`src/rtl/vga_sync_timing_generator_if.sv`:
```
// rtl/vga_sync_timing_generator_if.sv - VGA raster timing outputs bundle
interface vga_sync_timing_generator_if;
  logic       blank_n;
  logic       HS;
  logic       VS;
  logic [9:0] pix_x;
  logic [8:0] pix_y;
  logic       line_start;
  logic       frame_start;

  modport master (
    output blank_n, HS, VS, pix_x, pix_y, line_start, frame_start
  );

  modport slave (
    input blank_n, HS, VS, pix_x, pix_y, line_start, frame_start
  );
endinterface

```
`src/rtl/vga_sync_timing_generator.sv`:
```
// rtl/vga_sync_timing_generator.sv - free-running VGA raster counters with combinational sync/blank decode
module vga_sync_timing_generator #(
  parameter int H_TOTAL = 800,
  parameter int H_SYNC  = 96,
  parameter int H_BACK  = 144,
  parameter int H_FRONT = 16,
  parameter int V_TOTAL = 525,
  parameter int V_SYNC  = 2,
  parameter int V_BACK  = 34,
  parameter int V_FRONT = 11
) (
  input  logic                         vga_clk,
  input  logic                         reset,
  vga_sync_timing_generator_if.master  vga
);

  localparam logic [9:0] H_LAST   = 10'(H_TOTAL - 1);
  localparam logic [9:0] H_SYNC_C = 10'(H_SYNC);
  localparam logic [9:0] H_BACK_C = 10'(H_BACK);
  localparam logic [9:0] H_END_C  = 10'(H_TOTAL - H_FRONT);
  localparam logic [9:0] V_LAST   = 10'(V_TOTAL - 1);
  localparam logic [9:0] V_SYNC_C = 10'(V_SYNC);
  localparam logic [9:0] V_BACK_C = 10'(V_BACK);
  localparam logic [9:0] V_END_C  = 10'(V_TOTAL - V_FRONT);

  logic [9:0] h_cnt_q, h_cnt_d;
  logic [9:0] v_cnt_q, v_cnt_d;
  logic       h_active;
  logic       v_active;
  logic       active;

  always_comb begin
    h_cnt_d = h_cnt_q + 10'd1;
    v_cnt_d = v_cnt_q;
    if (h_cnt_q == H_LAST) begin
      h_cnt_d = '0;
      v_cnt_d = (v_cnt_q == V_LAST) ? '0 : v_cnt_q + 10'd1;
    end
  end

  always_ff @(posedge vga_clk) begin
    if (reset) begin
      h_cnt_q <= '0;
      v_cnt_q <= '0;
    end else begin
      h_cnt_q <= h_cnt_d;
      v_cnt_q <= v_cnt_d;
    end
  end

  // Outputs decode the counter registers directly; downstream adds its own alignment.
  assign h_active = (h_cnt_q >= H_BACK_C) && (h_cnt_q < H_END_C);
  assign v_active = (v_cnt_q >= V_BACK_C) && (v_cnt_q < V_END_C);
  assign active   = h_active && v_active;

  assign vga.HS          = (h_cnt_q >= H_SYNC_C);
  assign vga.VS          = (v_cnt_q >= V_SYNC_C);
  assign vga.blank_n     = active;
  assign vga.pix_x       = active ? (h_cnt_q - H_BACK_C) : '0;
  assign vga.pix_y       = active ? 9'(v_cnt_q - V_BACK_C) : '0;
  assign vga.line_start  = (h_cnt_q == '0);
  assign vga.frame_start = (h_cnt_q == H_BACK_C) && (v_cnt_q == V_BACK_C);

endmodule

```
`src/flat_wrapper.sv`:
```
// flat-port wrapper written by rule: the top's interface ports become plain ports
module vga_sync_timing_generator_flat 
#(
  parameter int H_TOTAL = 800,
  parameter int H_SYNC  = 96,
  parameter int H_BACK  = 144,
  parameter int H_FRONT = 16,
  parameter int V_TOTAL = 525,
  parameter int V_SYNC  = 2,
  parameter int V_BACK  = 34,
  parameter int V_FRONT = 11
)
  (vga_clk, reset, vga_blank_n, vga_HS, vga_VS, vga_pix_x, vga_pix_y, vga_line_start, vga_frame_start);
  vga_sync_timing_generator_if vga_i ();
  input  logic vga_clk;
  input  logic reset;
  output wire logic [$bits(vga_i.blank_n)-1:0] vga_blank_n;
  output wire logic [$bits(vga_i.HS)-1:0] vga_HS;
  output wire logic [$bits(vga_i.VS)-1:0] vga_VS;
  output wire logic [$bits(vga_i.pix_x)-1:0] vga_pix_x;
  output wire logic [$bits(vga_i.pix_y)-1:0] vga_pix_y;
  output wire logic [$bits(vga_i.line_start)-1:0] vga_line_start;
  output wire logic [$bits(vga_i.frame_start)-1:0] vga_frame_start;
  assign vga_blank_n = vga_i.blank_n;
  assign vga_HS = vga_i.HS;
  assign vga_VS = vga_i.VS;
  assign vga_pix_x = vga_i.pix_x;
  assign vga_pix_y = vga_i.pix_y;
  assign vga_line_start = vga_i.line_start;
  assign vga_frame_start = vga_i.frame_start;
  vga_sync_timing_generator #(.H_TOTAL(H_TOTAL), .H_SYNC(H_SYNC), .H_BACK(H_BACK), .H_FRONT(H_FRONT), .V_TOTAL(V_TOTAL), .V_SYNC(V_SYNC), .V_BACK(V_BACK), .V_FRONT(V_FRONT)) u_core (.vga_clk(vga_clk), .reset(reset), .vga(vga_i));
endmodule
```
`config.mk`:
```
export PLATFORM = sky130hd
export DESIGN_NAME = vga_sync_timing_generator_flat
export DESIGN_NICKNAME = d
export VERILOG_FILES = /design/src/rtl/vga_sync_timing_generator_if.sv /design/src/rtl/vga_sync_timing_generator.sv /design/src/flat_wrapper.sv
export SDC_FILE = /design/constraint.sdc
export NUM_CORES = 1
export LEC_CHECK = 0
export CELL_PAD_IN_SITES_DETAIL_PLACEMENT = 1
export CELL_PAD_IN_SITES_GLOBAL_PLACEMENT = 2
export CORE_MARGIN = 5
export CORE_UTILIZATION = 35
export CTS_BUF_LIST = sky130_fd_sc_hd__clkbuf_4 sky130_fd_sc_hd__clkbuf_8
export DETAILED_ROUTE_END_ITERATION = 8
export GPL_TIMING_DRIVEN = 0
export MAX_ROUTING_LAYER = met4
export PLACE_DENSITY = 0.94
export SYNTH_ARGS = -nofsm -noshare
export SYNTH_HDL_FRONTEND = slang
export SYNTH_SLANG_ARGS = --single-unit
```
`constraint.sdc`:
```
create_clock -name vga_clk -period 5.4 [get_ports vga_clk]
set_input_delay 1.62 -clock vga_clk [delete_from_list [all_inputs] [get_ports vga_clk]]
set_output_delay 1.62 -clock vga_clk [all_outputs]
set_load 0.005 [all_outputs]
```
# Word-level counts from Yosys, hierarchy flattened
# Index checks and enable logic that the tools add are counted.
# Widths: inputs -> output; s select.
dict set report totals {
  output_inout_bits 24
  word_cells 25
  in_bits 2
  reg_bits 20
}
dict set report op_classes {
  n_eq_ne 4
  n_lt_le_gt_ge 6
  n_mux 3
  reduce_logical 6
  addsub 4
}
# operator count
set op_table {}
lappend op_table {{$add 10x1->10 const B} 2}
lappend op_table {{$eq 10x10->1 const B} 2}
lappend op_table {{$lt 10x10->1 const B} 2}
lappend op_table {{$mux 10} 2}
lappend op_table {{$eq 10x6->1 const B} 1}
lappend op_table {{$eq 10x8->1 const B} 1}
lappend op_table {{$ge 10x2->1 const B} 1}
lappend op_table {{$ge 10x6->1 const B} 1}
lappend op_table {{$ge 10x7->1 const B} 1}
lappend op_table {{$ge 10x8->1 const B} 1}
lappend op_table {{$logic_not 10->1} 1}
lappend op_table {{$sub 10x8->10 const B} 1}
lappend op_table {{$mux 9} 1}
lappend op_table {{$sub 9x6->9 const B} 1}
lappend op_table {{$logic_and 1x1->1} 4}
lappend op_table {{$reduce_or 2->1} 1}

# Logic depth before layout (Yosys ltp)
# Gate-level depths: netlist (run 1).
dict set report depth {
  ltp_word 4
  ltp_mapped 7
}

# Worst setup path before layout (run 1)
# Ideal clock, no wire load.
dict set report synth_path {
  kind {register to output}
  startpoint {register u_core.h_cnt_q[5]}
  endpoint {output port vga_blank_n}
  stages_incl_launch_ff 8
  required_time_ns 3.780
  arrival_ns 1.698
  path_buffers 1
  path_slack_ns 2.082
  path_cell_list {dfxtp_1 > inv_1 > ha_1 > nor2b_1 > a2111oi_0 > a311o_1 > buf_2 > nor2_1}
}
dict set report synth_between {
  elab_chain_cells 3
  word_cells_on_any_way 4
  cone_classes {order compare: 2; reduce/logical: 2}
}
# element line
set synth_rtl {}
lappend synth_rtl {{start: declaration} vga_sync_timing_generator.sv:26} ;# logic [9:0] h_cnt_q, h_cnt_d;
lappend synth_rtl {{start signal: assignment} vga_sync_timing_generator.sv:46} ;# h_cnt_q <= h_cnt_d;
lappend synth_rtl {{$ge 10x8->1 or $lt 10x10->1 (tied branches)} vga_sync_timing_generator.sv:52} ;# assign h_active = (h_cnt_q >= H_BACK_C) && (h_cnt_q < H_END_C);
lappend synth_rtl {{$logic_and 1x1->1 (*)} vga_sync_timing_generator.sv:52}
lappend synth_rtl {{$logic_and 1x1->1 (*)} vga_sync_timing_generator.sv:54} ;# assign active = h_active && v_active;
lappend synth_rtl {{end: declaration} flat_wrapper.sv:17} ;# output wire logic [$bits(vga_i.blank_n)-1:0] vga_blank_n;
# Every way passes the cells marked *; elsewhere a longest branch is shown, timed or not.

# Worst setup path in the final report (run 1)
# Ends and elaborated chain as after synthesis.

==> results of run 1 <==
## final timing paths
check	startpoint	endpoint	slack [ns]	cells after the start
min	u_core.h_cnt_q[0]	u_core.h_cnt_q[0]	0.49	1
max reg2reg	u_core.h_cnt_q[4]	u_core.v_cnt_q[0]	3.19	6
max	u_core.h_cnt_q[5]	vga_blank_n	1.07	8
min reg2reg	u_core.h_cnt_q[0]	u_core.h_cnt_q[0]	0.49	1
## layout make-up
cell class | count | share of cell area [%]
plain buffers | 16 | 4.72
clock buffers | 3 | 2.13
inverters | 10 | 1.94
multi-input cells | 150 | 54.2
flip-flops and latches | 20 | 20.7
well taps | 52 | 3.36
repair buffers | 25 | 12.9
## logic make-up after synthesis
| group | count (synthesis) | share of synthesized area (%) |
|---|---|---|
| xor gates and xnor gates | 25 | 13.9 |
| and+or+nand+nor | 97 | 34.5 |
| AOI/OAI and AO/OA | 15 | 7.77 |
| buffers and inverters | 26 | 8.17 |
| adders and majority gates | 13 | 10.3 |
| DFF | 20 | 25.4 |
## registers in the layout, summed over array words and instances, names as in the netlist
register        count
u_core.h_cnt_q     10
u_core.v_cnt_q     10
## power by group through the flow
stage,Sequential [mW],Clock [mW],Combinational (mW)
global route,0.152,0.109,0.0203
floorplan,0.154,0,0.0108
CTS,0.151,0.105,0.0181
finish,0.151,0.0998,0.0176
detailed placement,0.155,0,0.0179
global placement,0.154,0,0.0173
## per-layer routing
metal	wire [um]	track usage, %
met1	2090	21.1
met2	1850	22.1
met3	102	0.937
met4	85	5.50
met5	0	-
## synthesized netlist by cell type, types with 2 or more instances
cell	number	share of area, %
a211oi_1	2	0.95
a21oi_1	3	0.95
buf_2	7	2.2
buf_6	3	2.1
clkbuf_1	6	1.4
dfxtp_1	20	25
ha_1	13	10
inv_1	10	2.4
nand2_1	12	2.9
nand3_1	7	2.2
nand4_1	6	2.4
nand4b_1	2	1.1
nor2_1	29	6.9
nor3_1	14	4.4
nor3_2	9	5.7
nor4_1	7	2.8
o21ai_0	2	0.63
xnor2_1	22	12
xor2_1	3	1.7
## worst register-to-register path, delay by kind of cell (launching register included)
family	cells	cell delay [ns]
adders and majority gates	1	0.23
AOI/OAI and AO/OA	1	0.21
DFF	1	0.51
buffers and inverters	1	0.21
and+or+nand+nor	3	0.95
==> metrics.cfg, run 1 <==
[die]
dieArea_mm2 = 0.00595
rows = 24
start_util_pct = 36.2
die_width_um = 77.1
core_area_mm2 = 0.00435
ios = 26
die_h_um = 77.1

[setup_path]
path_class = reg2out
worst_ep_arrival_time_ns = 2.71
crit_fanout = 10
max_stage_delay_ns = 0.51
start_kind = register
crit_chain = inv_1, ha_1, nor2b_1, a2111oi_0, a311o_1, buf_2, nor2_1, clkdlybuf4s50_1
slowest_stage = dfxtp_1
cp_data_required_time_ns = 3.78
crit_path_end_kind = output port
crit_buf_inv = 3
cp_top_family = buffers and inverters

[synth]
synth_flop_cell = dfxtp_1
ys_ff_latch = 20
synth-edff-count = 0
netlist_instances = 196
synth_fp_nets = 211
synth.distinct_cells = 38
syn_area_mm2 = 0.00158
avgSynthCellArea_um2 = 8.05
async_flop_share_pct = 0
ys_seq_area_share_pct = 25.4
yosysWarnings = 0

[timing]
final.period_utilization_pct = 80.2
fmax_mhz = 231
finalSetupViolCount = 0
skew_ns = 0.00423
drv_slew = 0
rsz0062_at_grt = no
slew_headroom_pct = 42.3
final_hold_viol_count = 0
fin_crit_ns = 4.33
tightest_slew_ns = 0.854
tns_ns = 0
fin_ws_ns = 1.07
whs_ns = 0.494

[finish]
stdcell_count = 276
ff_latch_area_um2 = 400
num-fill-cells = 543
multiInputGateArea_mm2 = 0.00105
final_common_cell = nor2_1
drive_gt1_share_pct = 12.9
final_cell_mix = nor2_1, clkdlybuf4s50_1, xnor2_1
antenna_cells = 0
final_area_mm2 = 0.00193
nets = 241
area_growth_pct = 22.6
final_core_util_pct = 44.4

[clocking]
cts_resized = 0
htreeDepth = 1
clkTransAtPathRegs_ns = 0.07
root_buffer = clkbuf_8
post_cts_buffers = 0
hold_buffers = 0
clockBufferDepth = 2
numCtsBuffers = 3
clkLatencyLatePin_ns = 0.26
cts.sinks = 20
tritoncts = yes

[detailed_routing]
drc_errors = 0
via_per_inst = 5.22
routed_wl_um = 4130
wl_per_cell_um = 14.9
drtAntennaViolNets = 0
drtIter0Drc = 44
vias = 1442
dr.pass1.iters = 4

[pwr]
comb_power_share_pct = 6.6
power_density_mw_per_mm2 = 139
netSwitchingFraction_pct = 23.0
clkPwrFrac_pct = 37.2
peakVddDrop_v = 0.0000842
p_total_mw = 0.269
power.leakage_nw = 0.661
power.net_switching_mw = 0.0617
internal_power_mw = 0.207
seqPwrFrac_pct = 56.3

[global_routing]
grt_max_degree = 11
overflow = 0
antenna_found_initial = 0
grt_pass1_vias = 1477
grtUsageTotal_pct = 14.9
grt_pass1_wl_um = 7240

[place]
post-dp-hpwl_um = 3100
gp_congestion = 0.804
io_buffers = 25
placed_cell_area_mm2 = 0.00189
place_inst = 273
dp_slack_ns = 1.35

[hold_path]
hold_class = reg2reg

[outcome]
status = complete, no violations

[job]
maxCapViolCount = 0

Note: power is estimated with default switching activity, not from simulation.
==> run 2: changes to the inputs <==
--- a/config.mk
+++ b/config.mk
@@ -8,12 +8,12 @@
 export CELL_PAD_IN_SITES_DETAIL_PLACEMENT = 1
 export CELL_PAD_IN_SITES_GLOBAL_PLACEMENT = 2
 export CORE_MARGIN = 5
-export CORE_UTILIZATION = 35
+export CORE_UTILIZATION = 32
 export CTS_BUF_LIST = sky130_fd_sc_hd__clkbuf_4 sky130_fd_sc_hd__clkbuf_8
 export DETAILED_ROUTE_END_ITERATION = 8
 export GPL_TIMING_DRIVEN = 0
 export MAX_ROUTING_LAYER = met4
-export PLACE_DENSITY = 0.94
+export PLACE_DENSITY = 0.87
 export SYNTH_ARGS = -nofsm -noshare
 export SYNTH_HDL_FRONTEND = slang
 export SYNTH_SLANG_ARGS = --single-unit
==> constraint.sdc (replaced) <==
create_clock -name vga_clk -period 4.39 [get_ports vga_clk]
set_input_delay 1.317 -clock vga_clk [delete_from_list [all_inputs] [get_ports vga_clk]]
set_output_delay 1.317 -clock vga_clk [all_outputs]
set_load 0.005 [all_outputs]
==> run 2 against run 1 <==
  * Final cell count grew 5.8%
  * Core utilization fell by 3.1 points
  * Routed wire length down 0.22%
  * Via count down 2.4%
  * Largest power group unchanged
==> metrics.cfg, run 2 (synthesis results as in run 1) <==
[timing]
final_hold_viol_count = 0  ; unchanged
final.period_utilization_pct = 91.8
tns_ns = 0  ; unchanged
skew_ns = 0.00106  ; was 0.00423 ns
fmax_mhz = 248
finalSetupViolCount = 0  ; unchanged
fin_ws_ns = 0.358  ; was 1.07 ns
tightest_slew_ns = 0.842  ; was 0.854 ns
rsz0062_at_grt = no  ; unchanged
fin_crit_ns = 4.03
drv_slew = 0  ; unchanged
slew_headroom_pct = 43.1  ; was 42.3%

[finish]
nets = 241  ; unchanged
area_growth_pct = 24.7  ; was 22.6%
drive_gt1_share_pct = 13.3  ; was 12.9%
ff_latch_area_um2 = 400  ; unchanged
multiInputGateArea_mm2 = 0.00105  ; unchanged
final_core_util_pct = 41.4  ; was 44.4%
final_cell_mix = nor2_1, clkdlybuf4s50_1, xnor2_1  ; unchanged
final_common_cell = nor2_1  ; unchanged
largestRegisters = u_core.h_cnt_q: 10 flops, u_core.v_cnt_q: 10 flops  ; unchanged
num-fill-cells = 600  ; was 543
antenna_cells = 0  ; unchanged

[detailed_routing]
via_per_inst = 4.82  ; was 5.22
dr.pass1.iters = 4  ; unchanged
drtIter0Drc = 50  ; was 44
drtAntennaViolNets = 0  ; unchanged
routed_wl_um = 4120  ; was 4130 um
drc_errors = 0  ; unchanged
wl_per_cell_um = 14.1  ; was 14.9 um
vias = 1407  ; was 1,442

[clocking]
clockBufferDepth = 2  ; unchanged
root_buffer = clkbuf_8  ; unchanged
hold_buffers = 0  ; unchanged
numCtsBuffers = 3  ; unchanged
tritoncts = yes  ; unchanged
post_cts_buffers = 0  ; unchanged
cts_resized = 0  ; unchanged
cts.sinks = 20  ; unchanged
clkLatencyLatePin_ns = 0.26  ; about the same
clkTransAtPathRegs_ns = 0.08  ; was 0.07 ns
htreeDepth = 1  ; unchanged

[die]
dieArea_mm2 = 0.00643  ; was 0.00595 mm2
die_h_um = 80.2  ; was 77.1 um
rows = 25  ; was 24
start_util_pct = 33.2  ; was 36.2%
core_area_mm2 = 0.00475  ; was 0.00435 mm2
die_width_um = 80.2  ; was 77.1 um
ios = 26  ; unchanged

[setup_path]
max_stage_delay_ns = 0.50  ; was 0.51 ns
crit_path_end_kind = output port  ; unchanged
slowest_stage = dfxtp_1  ; unchanged
crit_fanout = 10  ; unchanged
worst_ep_arrival_time_ns = 2.72  ; was 2.71 ns
cp_data_required_time_ns = 3.07  ; was 3.78 ns
reg2regPathDepth = 6  ; unchanged
path_class = reg2out  ; unchanged
crit_chain = inv_1, ha_1, nor2b_1, a2111oi_0, a311o_1, buf_2, nor2_1, clkdlybuf4s50_1  ; unchanged
start_kind = register  ; unchanged

[global_routing]
grt_max_degree = 12  ; was 11
grt_pass1_wl_um = 7070  ; was 7240 um
grt_pass1_vias = 1453  ; was 1,477
grtUsageTotal_pct = 14.3  ; was 14.9%
antenna_found_initial = 0  ; unchanged
overflow = 0  ; unchanged

[pwr]
netSwitchingFraction_pct = 23.0  ; about the same
clkPwrFrac_pct = 41.5  ; was 37.2%
peakVddDrop_v = 0.0000798  ; was 0.0000842 V
power.net_switching_mw = 0.0814  ; was 0.0617 mW
power_density_mw_per_mm2 = 180  ; was 139 mW/mm2
seqPwrFrac_pct = 52.4  ; was 56.3%
internal_power_mw = 0.273  ; was 0.207 mW
power.leakage_nw = 0.669  ; was 0.661 nW
comb_power_share_pct = 6.1  ; was 6.6%

[job]
maxCapViolCount = 0  ; unchanged

[outcome]
status = complete, no violations  ; unchanged

[hold_path]
hold_class = reg2reg  ; unchanged
worstHoldPathCells = 1  ; unchanged

[place]
io_buffers = 25  ; unchanged
dp_slack_ns = 0.614  ; was 1.35 ns
post-dp-hpwl_um = 3080  ; was 3100 um
gp_congestion = 0.767  ; was 0.804

==> run 2: worst max-delay path, delay by kind of cell, from the launching register on <==
kind / cells / cell delay (ns)
simple gates: 2 / 0.23
flops: 1 / 0.50
fa+ha+maj: 1 / 0.22
compound gates: 2 / 0.62
buf+inv: 3 / 0.88
==> run 2: path summary, 6_finish.rpt <==
check	startpoint	to	slack (ns)
worst max-delay path	u_core.h_cnt_q[5]	vga_pix_x[2]	0.36
worst min register to register	u_core.h_cnt_q[0]	u_core.h_cnt_q[0]	0.50
worst min-delay path	u_core.h_cnt_q[0]	u_core.h_cnt_q[0]	0.50
worst max register to register	u_core.h_cnt_q[4]	u_core.v_cnt_q[6]	2.13
==> run 2: area by class of cell <==
| class | instances | share of cell area, % |
|---|---|---|
| timing repair buffer | 25 | 12.7 |
| buffer | 16 | 4.64 |
| multi-input combinational | 150 | 53.3 |
| clock buffer | 4 | 2.80 |
| sequential | 20 | 20.4 |
| inverter | 10 | 1.91 |
| tap | 67 | 4.26 |
==> run 2: power by group through the flow <==
stage               Clock, mW  Combinational (mW)  Sequential, mW
floorplan                   0              0.0133           0.190
global placement            0              0.0214           0.190
detailed placement          0              0.0218           0.190
CTS                     0.150              0.0220           0.186
global route            0.157              0.0244           0.186
finish                  0.147              0.0216           0.186
==> run 2: stage by stage <==
stage / total power [mW] / std cells / cell area, um2 / hold WS [ns]
6_report: 0.354 / 292 / 1970 / 0.497
2_1_floorplan: 0.203 / 196 / 1580 / 0.441
3_3_place_gp: 0.211 / 288 / 1910 / 0.460
4_1_cts: 0.358 / 292 / 1970 / 0.497
5_1_grt: 0.367 / 292 / 1970 / 0.526
3_5_place_dp: 0.212 / 288 / 1910 / 0.477
==> run 2: per-layer routing <==
metal | vias to the layer above | global-route usage [%] | wire length [um]
li1 | 733 | - | -
met1 | 646 | 20.2 | 2180
met2 | 24 | 21.1 | 1770
met3 | 4 | 1.57 | 116
met4 | 0 | 4.56 | 55
met5 | - | - | 0
==> run 3: changes to the inputs <==
--- a/config.mk
+++ b/config.mk
@@ -5,6 +5,7 @@
 export SDC_FILE = /design/constraint.sdc
 export NUM_CORES = 1
 export LEC_CHECK = 0
+export CAP_MARGIN = 20
 export CELL_PAD_IN_SITES_DETAIL_PLACEMENT = 1
 export CELL_PAD_IN_SITES_GLOBAL_PLACEMENT = 2
 export CORE_MARGIN = 5
==> results of run 3 <==
No change in the layout: final DEF, timing and power equal those of run 2.
